File: config.mk
export PLATFORM = sky130hd
export DESIGN_NAME = seq_det_ctrl
export DESIGN_NICKNAME = d
export VERILOG_FILES = /design/src/rtl/seq_det_ctrl.sv
export SDC_FILE = /design/constraint.sdc
export NUM_CORES = 1
export LEC_CHECK = 0
export CELL_PAD_IN_SITES_DETAIL_PLACEMENT = 0
export CELL_PAD_IN_SITES_GLOBAL_PLACEMENT = 2
export CORE_ASPECT_RATIO = 2
export CORE_MARGIN = 2
export CORE_UTILIZATION = 31
export DETAILED_ROUTE_END_ITERATION = 12
export PLACE_DENSITY_LB_ADDON = 0.1
export SLEW_MARGIN = 30
export SYNTH_ARGS = -nofsm -noshare
export SYNTH_HDL_FRONTEND = slang
export SYNTH_SLANG_ARGS = --single-unit
File: constraint.sdc
create_clock -name clk -period 2.3 [get_ports clk]
set_input_delay 0.575 -clock clk [delete_from_list [all_inputs] [get_ports clk]]
set_output_delay 0.575 -clock clk [all_outputs]
set_load 0.02 [all_outputs]
File: src/rtl/seq_det_ctrl.sv
`default_nettype none
// ============================================================================
// seq_det_ctrl : serial pattern detector with configurable pattern, overlap
//                mode and match budget. Optional idle timeout is compiled in
//                when SEQ_DET_CTRL_TIMEOUT_EN is defined.
// Revision     : 1.0
// ============================================================================
module seq_det_ctrl #(
  parameter int PAT_W  = 8,
  parameter int CNT_W  = 8,
  parameter int TO_CYC = 255
) (
  input  logic             clk,
  input  logic             rst,
  input  logic             cfg_we,
  input  logic [PAT_W-1:0] cfg_pattern,
  input  logic [3:0]       cfg_len,
  input  logic             cfg_overlap,
  input  logic [CNT_W-1:0] cfg_limit,
  input  logic             start,
  input  logic             abort,
  input  logic             bit_valid,
  input  logic             bit_in,
  output logic             match,
  output logic [CNT_W-1:0] match_count,
  output logic             busy,
  output logic             done,
  output logic             err,
  output logic             timeout
);

  localparam int c_FILL_W = $clog2(PAT_W + 1);
  localparam logic [c_FILL_W-1:0] c_FILL_MAX = c_FILL_W'(PAT_W);
  localparam logic [PAT_W-1:0]    c_RST_PAT  = PAT_W'(8'h2F);

  typedef enum logic [1:0] {
    S_IDLE  = 2'd0,
    S_ARMED = 2'd1,
    S_DONE  = 2'd2
  } state_t;

  state_t              r_state, w_state_n;
  logic [PAT_W-1:0]    r_hist, w_hist_n, w_shift, w_mask;
  logic [c_FILL_W-1:0] r_fill, w_fill_n;
  logic [CNT_W-1:0]    r_count, w_count_n;
  logic                r_match, w_match_n;
  logic                r_busy, r_done, r_err;
  logic [PAT_W-1:0]    r_cfg_pat;
  logic [3:0]          r_cfg_len;
  logic                r_cfg_ovl;
  logic [CNT_W-1:0]    r_cfg_lim;
  logic                w_len_ok, w_hit;

  assign w_shift  = {r_hist[PAT_W-2:0], bit_in};
  assign w_len_ok = (cfg_len != 4'd0) && (int'(cfg_len) <= PAT_W);

  always_comb begin
    for (int i = 0; i < PAT_W; i++) begin
      w_mask[i] = (i < int'(r_cfg_len));
    end
  end

  // The current bit counts toward the fill, hence the +1.
  assign w_hit = ((32'(r_fill) + 32'd1) >= 32'(r_cfg_len)) &&
                 ((w_shift & w_mask) == (r_cfg_pat & w_mask));

`ifdef SEQ_DET_CTRL_TIMEOUT_EN
  localparam int c_TO_W = (TO_CYC < 2) ? 1 : $clog2(TO_CYC + 1);
  logic [c_TO_W-1:0] r_tocnt, w_tocnt_n;
  logic              r_timeout, w_timeout_n;
  assign timeout = r_timeout;
`else
  logic w_unused_to;
  assign w_unused_to = (TO_CYC == 0);
  assign timeout     = 1'b0;
`endif

  always_comb begin
    w_state_n = r_state;
    w_hist_n  = r_hist;
    w_fill_n  = r_fill;
    w_count_n = r_count;
    w_match_n = 1'b0;
`ifdef SEQ_DET_CTRL_TIMEOUT_EN
    w_timeout_n = 1'b0;
    w_tocnt_n   = r_tocnt;
`endif
    if (abort) begin
      w_state_n = S_IDLE;
    end else if (start && (r_state != S_ARMED)) begin
      w_state_n = S_ARMED;
      w_hist_n  = '0;
      w_fill_n  = '0;
      w_count_n = '0;
    end else if (r_state == S_ARMED) begin
      if (bit_valid) begin
        w_hist_n = w_shift;
        if (r_fill != c_FILL_MAX) w_fill_n = r_fill + 1'b1;
`ifdef SEQ_DET_CTRL_TIMEOUT_EN
        w_tocnt_n = '0;
`endif
        if (w_hit) begin
          w_match_n = 1'b1;
          if (r_count != '1) w_count_n = r_count + 1'b1;
          if (!r_cfg_ovl) w_fill_n = '0;
          if ((r_cfg_lim != '0) && (w_count_n == r_cfg_lim)) w_state_n = S_DONE;
        end
      end
`ifdef SEQ_DET_CTRL_TIMEOUT_EN
      else if ((32'(r_tocnt) + 32'd1) == 32'(TO_CYC)) begin
        w_timeout_n = 1'b1;
        w_state_n   = S_IDLE;
      end else begin
        w_tocnt_n = r_tocnt + 1'b1;
      end
`endif
    end
`ifdef SEQ_DET_CTRL_TIMEOUT_EN
    if (w_state_n != r_state) w_tocnt_n = '0;
`endif
  end

  always_ff @(posedge clk or posedge rst) begin
    if (rst) begin
      r_state   <= S_IDLE;
      r_hist    <= '0;
      r_fill    <= '0;
      r_count   <= '0;
      r_match   <= 1'b0;
      r_busy    <= 1'b0;
      r_done    <= 1'b0;
      r_err     <= 1'b0;
      r_cfg_pat <= c_RST_PAT;
      r_cfg_len <= 4'd6;
      r_cfg_ovl <= 1'b1;
      r_cfg_lim <= '0;
    end else begin
      r_state <= w_state_n;
      r_hist  <= w_hist_n;
      r_fill  <= w_fill_n;
      r_count <= w_count_n;
      r_match <= w_match_n;
      r_busy  <= (w_state_n == S_ARMED);
      r_done  <= (w_state_n == S_DONE);
      r_err   <= 1'b0;
      if (cfg_we) begin
        if ((r_state == S_IDLE) && w_len_ok) begin
          r_cfg_pat <= cfg_pattern;
          r_cfg_len <= cfg_len;
          r_cfg_ovl <= cfg_overlap;
          r_cfg_lim <= cfg_limit;
        end else begin
          r_err <= 1'b1;
        end
      end
    end
  end

`ifdef SEQ_DET_CTRL_TIMEOUT_EN
  always_ff @(posedge clk or posedge rst) begin
    if (rst) begin
      r_tocnt   <= '0;
      r_timeout <= 1'b0;
    end else begin
      r_tocnt   <= w_tocnt_n;
      r_timeout <= w_timeout_n;
    end
  end
`endif

  assign match       = r_match;
  assign match_count = r_count;
  assign busy        = r_busy;
  assign done        = r_done;
  assign err         = r_err;

endmodule
`default_nettype wire

# After elaboration in Yosys (flattened, before gate mapping)
# Index checks and enable logic that the tools add are counted.
[op_classes]
addsub = 3
n_lt_le_gt_ge = 10
eq_ne = 8
mux = 32
bitwise_logic = 3
n_reduce_logical = 14
[op_table]
columns = ["operator", "count"]
rows = [
  ["8-bit 2-to-1 mux", 10],
  ["4-bit 2-to-1 mux", 6],
  ["7-bit 2-to-1 mux", 3],
  ["8-bit AND", 2],
  ["8-bit equality test", 2],
  ["3-bit by 4-bit < comparator with 1-bit output, first input constant", 4],
  ["2-bit 2-to-1 mux", 6],
  ["8-bit by 1-bit adder with 8-bit output, second input constant", 1],
  ["1-bit by 4-bit < comparator with 1-bit output, first input constant", 2],
  ["2-bit by 4-bit < comparator with 1-bit output, first input constant", 2],
  ["8-bit inequality test, second input constant", 1],
  ["8-bit nonzero test", 1],
  ["1-bit 2-to-1 mux", 7],
  ["2-bit nonzero test", 3],
  ["4-bit by 1-bit adder with 5-bit output, second input constant", 1],
  ["5-bit by 4-bit greater-or-equal comparator with 1-bit output", 1],
  ["1-bit logical AND", 5],
  ["4-bit by 1-bit adder with 4-bit output, second input constant", 1],
  ["2-bit by 1-bit equality test with 1-bit output, second input constant", 2],
  ["4-bit <= comparator, second input constant", 1],
  ["4-bit inequality test, second input constant", 1],
  ["4-bit AND reduction", 1],
  ["4-bit nonzero test", 1],
  ["3-bit AND reduction", 1],
  ["5 further kinds", 5],
]
[totals]
regBits = 46
in_bits = 28
out_inout_bits = 13
wordCells = 82

# Longest topological paths before layout
[logic_depth]
depth_word = 18
mapped_depth = 10
depth_no_buf = 9

# Worst setup path before layout
# OpenSTA, ideal clock, no wires.
[synth_path]
kind = "reg2reg"
from = "reg r_cfg_len[2]"
to = "reg r_fill[2]"
setup_ns = 0.128
arrival_time_ns = 2.115
path_slack_ns = 0.057
stages_incl_launch_ff = 8
n_path_buf = 0
cell_sequence = "dfstp_2 > or4b_4 > a2111oi_2 > o21a_1 > o211ai_2 > o21ai_0 > o22ai_1 > o2bb2ai_1"
[synth_via]
elab_chain_len = 8
[synth_lines]
columns = ["item", "line", "source"]
rows = [
  ["start: declaration", "49", "logic [3:0] r_cfg_len;"],
  ["start signal: assignment", "149", "r_cfg_len <= cfg_len;"],
  ["1-bit by 4-bit < comparator with 1-bit output (tied with other cells)", "59", "w_mask[i] = (i < int'(r_cfg_len));"],
  ["8-bit AND", "65", "((w_shift & w_mask) == (r_cfg_pat & w_mask));"],
  ["8-bit equality test", "65", ""],
  ["1-bit logical AND (*)", "64", "assign w_hit = ((32'(r_fill) + 32'd1) >= 32'(r_cfg_len)) &&"],
  ["4-bit 2-to-1 mux (*)", "102", "if (w_hit) begin"],
  ["4-bit 2-to-1 mux (*)", "96", "if (bit_valid) begin"],
  ["4-bit 2-to-1 mux (*)", "95", "end else if (r_state == S_ARMED) begin"],
  ["4-bit 2-to-1 mux (*)", "90", "end else if (start && (r_state != S_ARMED)) begin"],
  ["end signal: assignment", "140", "r_fill <= w_fill_n;"],
  ["end: declaration", "44", "logic [c_FILL_W-1:0] r_fill, w_fill_n;"],
]
# Mark *: on every way between the ends. The rest lies on a longest branch, timed or not. The select of a mux whose other input is x is not followed.
# A chain may end at the register's enable or synchronous reset.

# Final worst setup path
[layout_path]
from = "reg r_cfg_len[2]"
to = "reg r_count[6] (netlist: match_count[6])"
[layout_via]
elab_chain_len = 6
[layout_lines]
columns = ["item", "line", "source"]
rows = [
  ["1-bit by 4-bit < comparator with 1-bit output (tied with other cells)", "59", ""],
  ["8-bit AND", "65", ""],
  ["8-bit equality test", "65", ""],
  ["1-bit logical AND (*)", "64", ""],
  ["2-bit nonzero test (no source line) (*)", "--", ""],
  ["4-bit AND reduction (no source line) (*)", "--", ""],
  ["end signal: assignment", "141", "r_count <= w_count_n;"],
  ["end: declaration", "45", "logic [CNT_W-1:0] r_count, w_count_n;"],
]
# Mark *: on every way between the ends. The rest lies on a longest branch, timed or not.

==> metrics <==
Synth Cell Area=2511 sq um; layout cell share with drive strength beyond 1=33.96%; Yosys reg bits=46; Mapped Cells=231; initial antenna violation count=0; Crit. End Element=register; P_leak=1.557 nW; Clk Latency, worst-skew pair=between 0.2 and 0.3 ns; post-DR vias/cell=5.171; drc violations=0; num ports=41; syn_area_per_cell=10.87 sq um; Post-Synth XOR/XNOR Area=5.580%; initial core utilization=31.85%; CTS sink cnt=46; slew margin rel.=49.48%; Port Buffers=39; Die Span Y=131.3 microns; total track usage=17.20%; Post-CTS Hold Fix Bufs=0; Net Count, Synth=266; measured slew at the worst slew-check pin=0.7551 ns; Post-Place Cell Area=3358 sq um; gpl congestion=~0.8; Final Power=0.002293 W; core area=7885 sq um; Die Width=67.64 microns; Worst Path Class, Setup=register to register; ys async rst share=100.0%; DRT Pass-1 Iters=4; Max Freq=0.4368 GHz; Num CTS Buffers=5; Synth cell types=52; PwrDens=roughly 630 nW/um^2; CTS root buf=clkbuf_16; synth warn=0; Vias=2141; Avg WL per Cell=17.21 microns; main combinational cell family by area after synthesis=compound AO/OA/AOI/OAI gates; Primary FF master, synth=dfrtp_1; Synth Area in Adders=3.488%; FP Rows=46; largest net degree at the start of global routing=47; CP startpoint kind=register; crit-path max FO=4; final core occ=46.00%; Max-cap violations=0; Setup Skew=between 0.005 and 0.006 ns; Post-Layout Cell Count=414; RSZ-0062 raised after global routing=true; Critical Path RT=between 2 and 3 ns; Synth Area in Compound Gates=16.19%; drt initial violations=68; H-tree levels=2; placed insts=403; vias in the first global route=approximately 2200; CTS tree=built; Tcrit/Tclk final=about 100%; Net count, final=352; worst vdd ir=roughly 550 uV; mux cell area share after synthesis=11.06%; Worst Path Arrival=2.49 ns; Seq/Total Area, Yosys=46.24%; Worst-path clk slew=approximately 0.070 ns; DP Wirelength=5564 microns; ANT cells=0; Area Overhead vs Synth=44.44%; Final Instance Area=3627 sq um; simple-gate share of the synthesized area=14.25%; Final Critical Period=2.289 ns; Routed Wire Length=7125 microns; Routed Antenna Nets=0; global-route wire length before repair=11030 microns; final hold violation count=0; count of final setup violators=0; Min-Delay Path Class=register to register; Final Max Slew Viols=0; Die Area=8880 sq um; Max Buffers Root-to-Sink=2; global route overflow=0; outcome=finished clean; Post-synth EDFFs=0
final cells by class:
class / count / area (sq um)
Fill cell: 755 / 4258
Tap cell: 96 / 120.1
Clock inverter: 3 / 21.27
Sequential cell: 46 / 1161
Timing Repair Buffer: 88 / 803.3
Inverter: 8 / 30.03
Clock buffer: 5 / 125.1
Multi-Input combinational cell: 168 / 1366
routing by layer:
metal / track usage [%] / share of wire [%] / routed length, microns
met3: 2.568 / 2.5 / 178
met1: 17.16 / 35 / 2469
met5: 0 / 0 / 0
met4: 7.823 / 3.4 / 242
met2: 32.46 / 59 / 4234
state kept, by name (all words and copies together), names as in the netlist:
| register | count |
|---|---|
| r_cfg_pat | 8 |
| done | 1 |
| err | 1 |
| r_state | 2 |
| r_cfg_lim | 8 |
| match_count | 8 |
| r_cfg_len | 4 |
| r_fill | 4 |
| busy | 1 |
| r_cfg_ovl | 1 |
| r_hist | 7 |
| match | 1 |
worst paths after layout:
| check | startpoint | to | slack, ns | cells after the start |
|---|---|---|---|---|
| min reg2reg | r_state[0] | done | 0.51 | 1 |
| max in group asynchronous | rst | r_cfg_ovl | 1.37 | 3 |
| max | r_cfg_len[2] | match_count[6] | 0.01 | 8 |
| max reg2reg | r_cfg_len[2] | match_count[6] | 0.01 | 8 |
| min in group asynchronous | rst | r_cfg_lim[1] | 0.64 | 3 |
| min | r_state[0] | done | 0.51 | 1 |
what timing repair did:
action | CTS | global route
pin swaps | 1 | 8
gates resized for setup | 7 | 16
gates cloned | 0 | 0
setup endpoints to repair | 10 | 16
buffers inserted | 2 | 1
cell families after synthesis:
family                     after synthesis
muxes                                   25
and+or+nand+nor                         63
other                                    1
adders and majority gates                7
xor gates and xnor gates                16
AOI/OAI and AO/OA                       56
DFF                                     46
buffers and inverters                   17
critical path, stage by stage, from the launching register on:
cell	delay [ns]
dfstp_2	0.53
or4b_4	0.47
a2111oi_4	0.31
o21a_1	0.22
o211ai_4	0.11
nor2_4	0.17
buf_4	0.15
a21oi_1	0.06
a311oi_1	0.20
cell usage after synthesis (all sizes together), types with 2 or more instances:
| cell type | count | area, sq um |
|---|---|---|
| nand3 | 5 | 25.02 |
| buf | 4 | 27.52 |
| nand4 | 3 | 18.77 |
| dfrtp | 38 | 950.9 |
| a311oi | 3 | 26.28 |
| a21oi | 11 | 55.05 |
| mux2 | 22 | 247.7 |
| inv | 8 | 30.03 |
| a22o | 9 | 78.83 |
| nor4 | 3 | 25.02 |
| o211ai | 3 | 27.52 |
| clkbuf | 5 | 18.77 |
| and3 | 3 | 18.77 |
| a31oi | 4 | 25.02 |
| o21ai | 8 | 40.04 |
| xor2 | 10 | 87.58 |
| nor3b | 2 | 15.01 |
| nor2b | 2 | 12.51 |
| and4 | 3 | 26.28 |
| dfstp | 8 | 210.2 |
| nand2b | 4 | 25.02 |
| nand2 | 7 | 26.28 |
| nor2 | 17 | 71.32 |
| nor3 | 6 | 30.03 |
| a211oi | 6 | 45.04 |
| a41o | 2 | 20.02 |
| ha | 7 | 87.58 |
| xnor2 | 6 | 52.55 |
| and2 | 3 | 18.77 |
| mux2i | 3 | 30.03 |
through the flow:
step                      setup TNS [ns]  hold slack (ns)  setup WS [ns]
after floorplan                        0           0.4670        0.05681
after global placement            -1.058           0.5088        -0.1091
final                                  0           0.5132        0.01073
after global routing             -0.7569           0.5394        -0.1220
after CTS                       -0.04034           0.5196       -0.03167
after detailed placement         -0.9840           0.5104        -0.1292
cells in the final DEF (no fill, tap or decap), drive strengths merged, types with 2 or more instances in the layout:
cell type      synthesis  layout
clkdlybuf4s50          0      39
nor2b                  2       2
nor3b                  2       2
a22o                   9       9
and4                   3       3
nor2                  17      17
nand2                  7       7
clkbuf                 5       5
a21oi                 11      11
a41o                   2       2
dfrtp                 38      38
inv                    8       8
o21ai                  8       8
xor2                  10      10
nand3                  5       5
xnor2                  6       6
nand2b                 4       4
ha                     7       7
nand4                  3       3
a31oi                  4       4
dfstp                  8       8
and2                   3       3
nor3                   6       6
o211ai                 3       3
mux2                  22      22
clkinv                 0       2
a211oi                 6       6
nor4                   3       3
buf                    4      49
a311oi                 3       3
and3                   3       3
mux2i                  3       3
power breakdown:
part / switching [W] / internal, W
Clock: 0.000329 / 0.000403
Combinational: 0.000245 / 0.000295
Sequential: 0.0000899 / 0.000932
Total: 0.000664 / 0.00163
(Power assumes the default switching activity.)
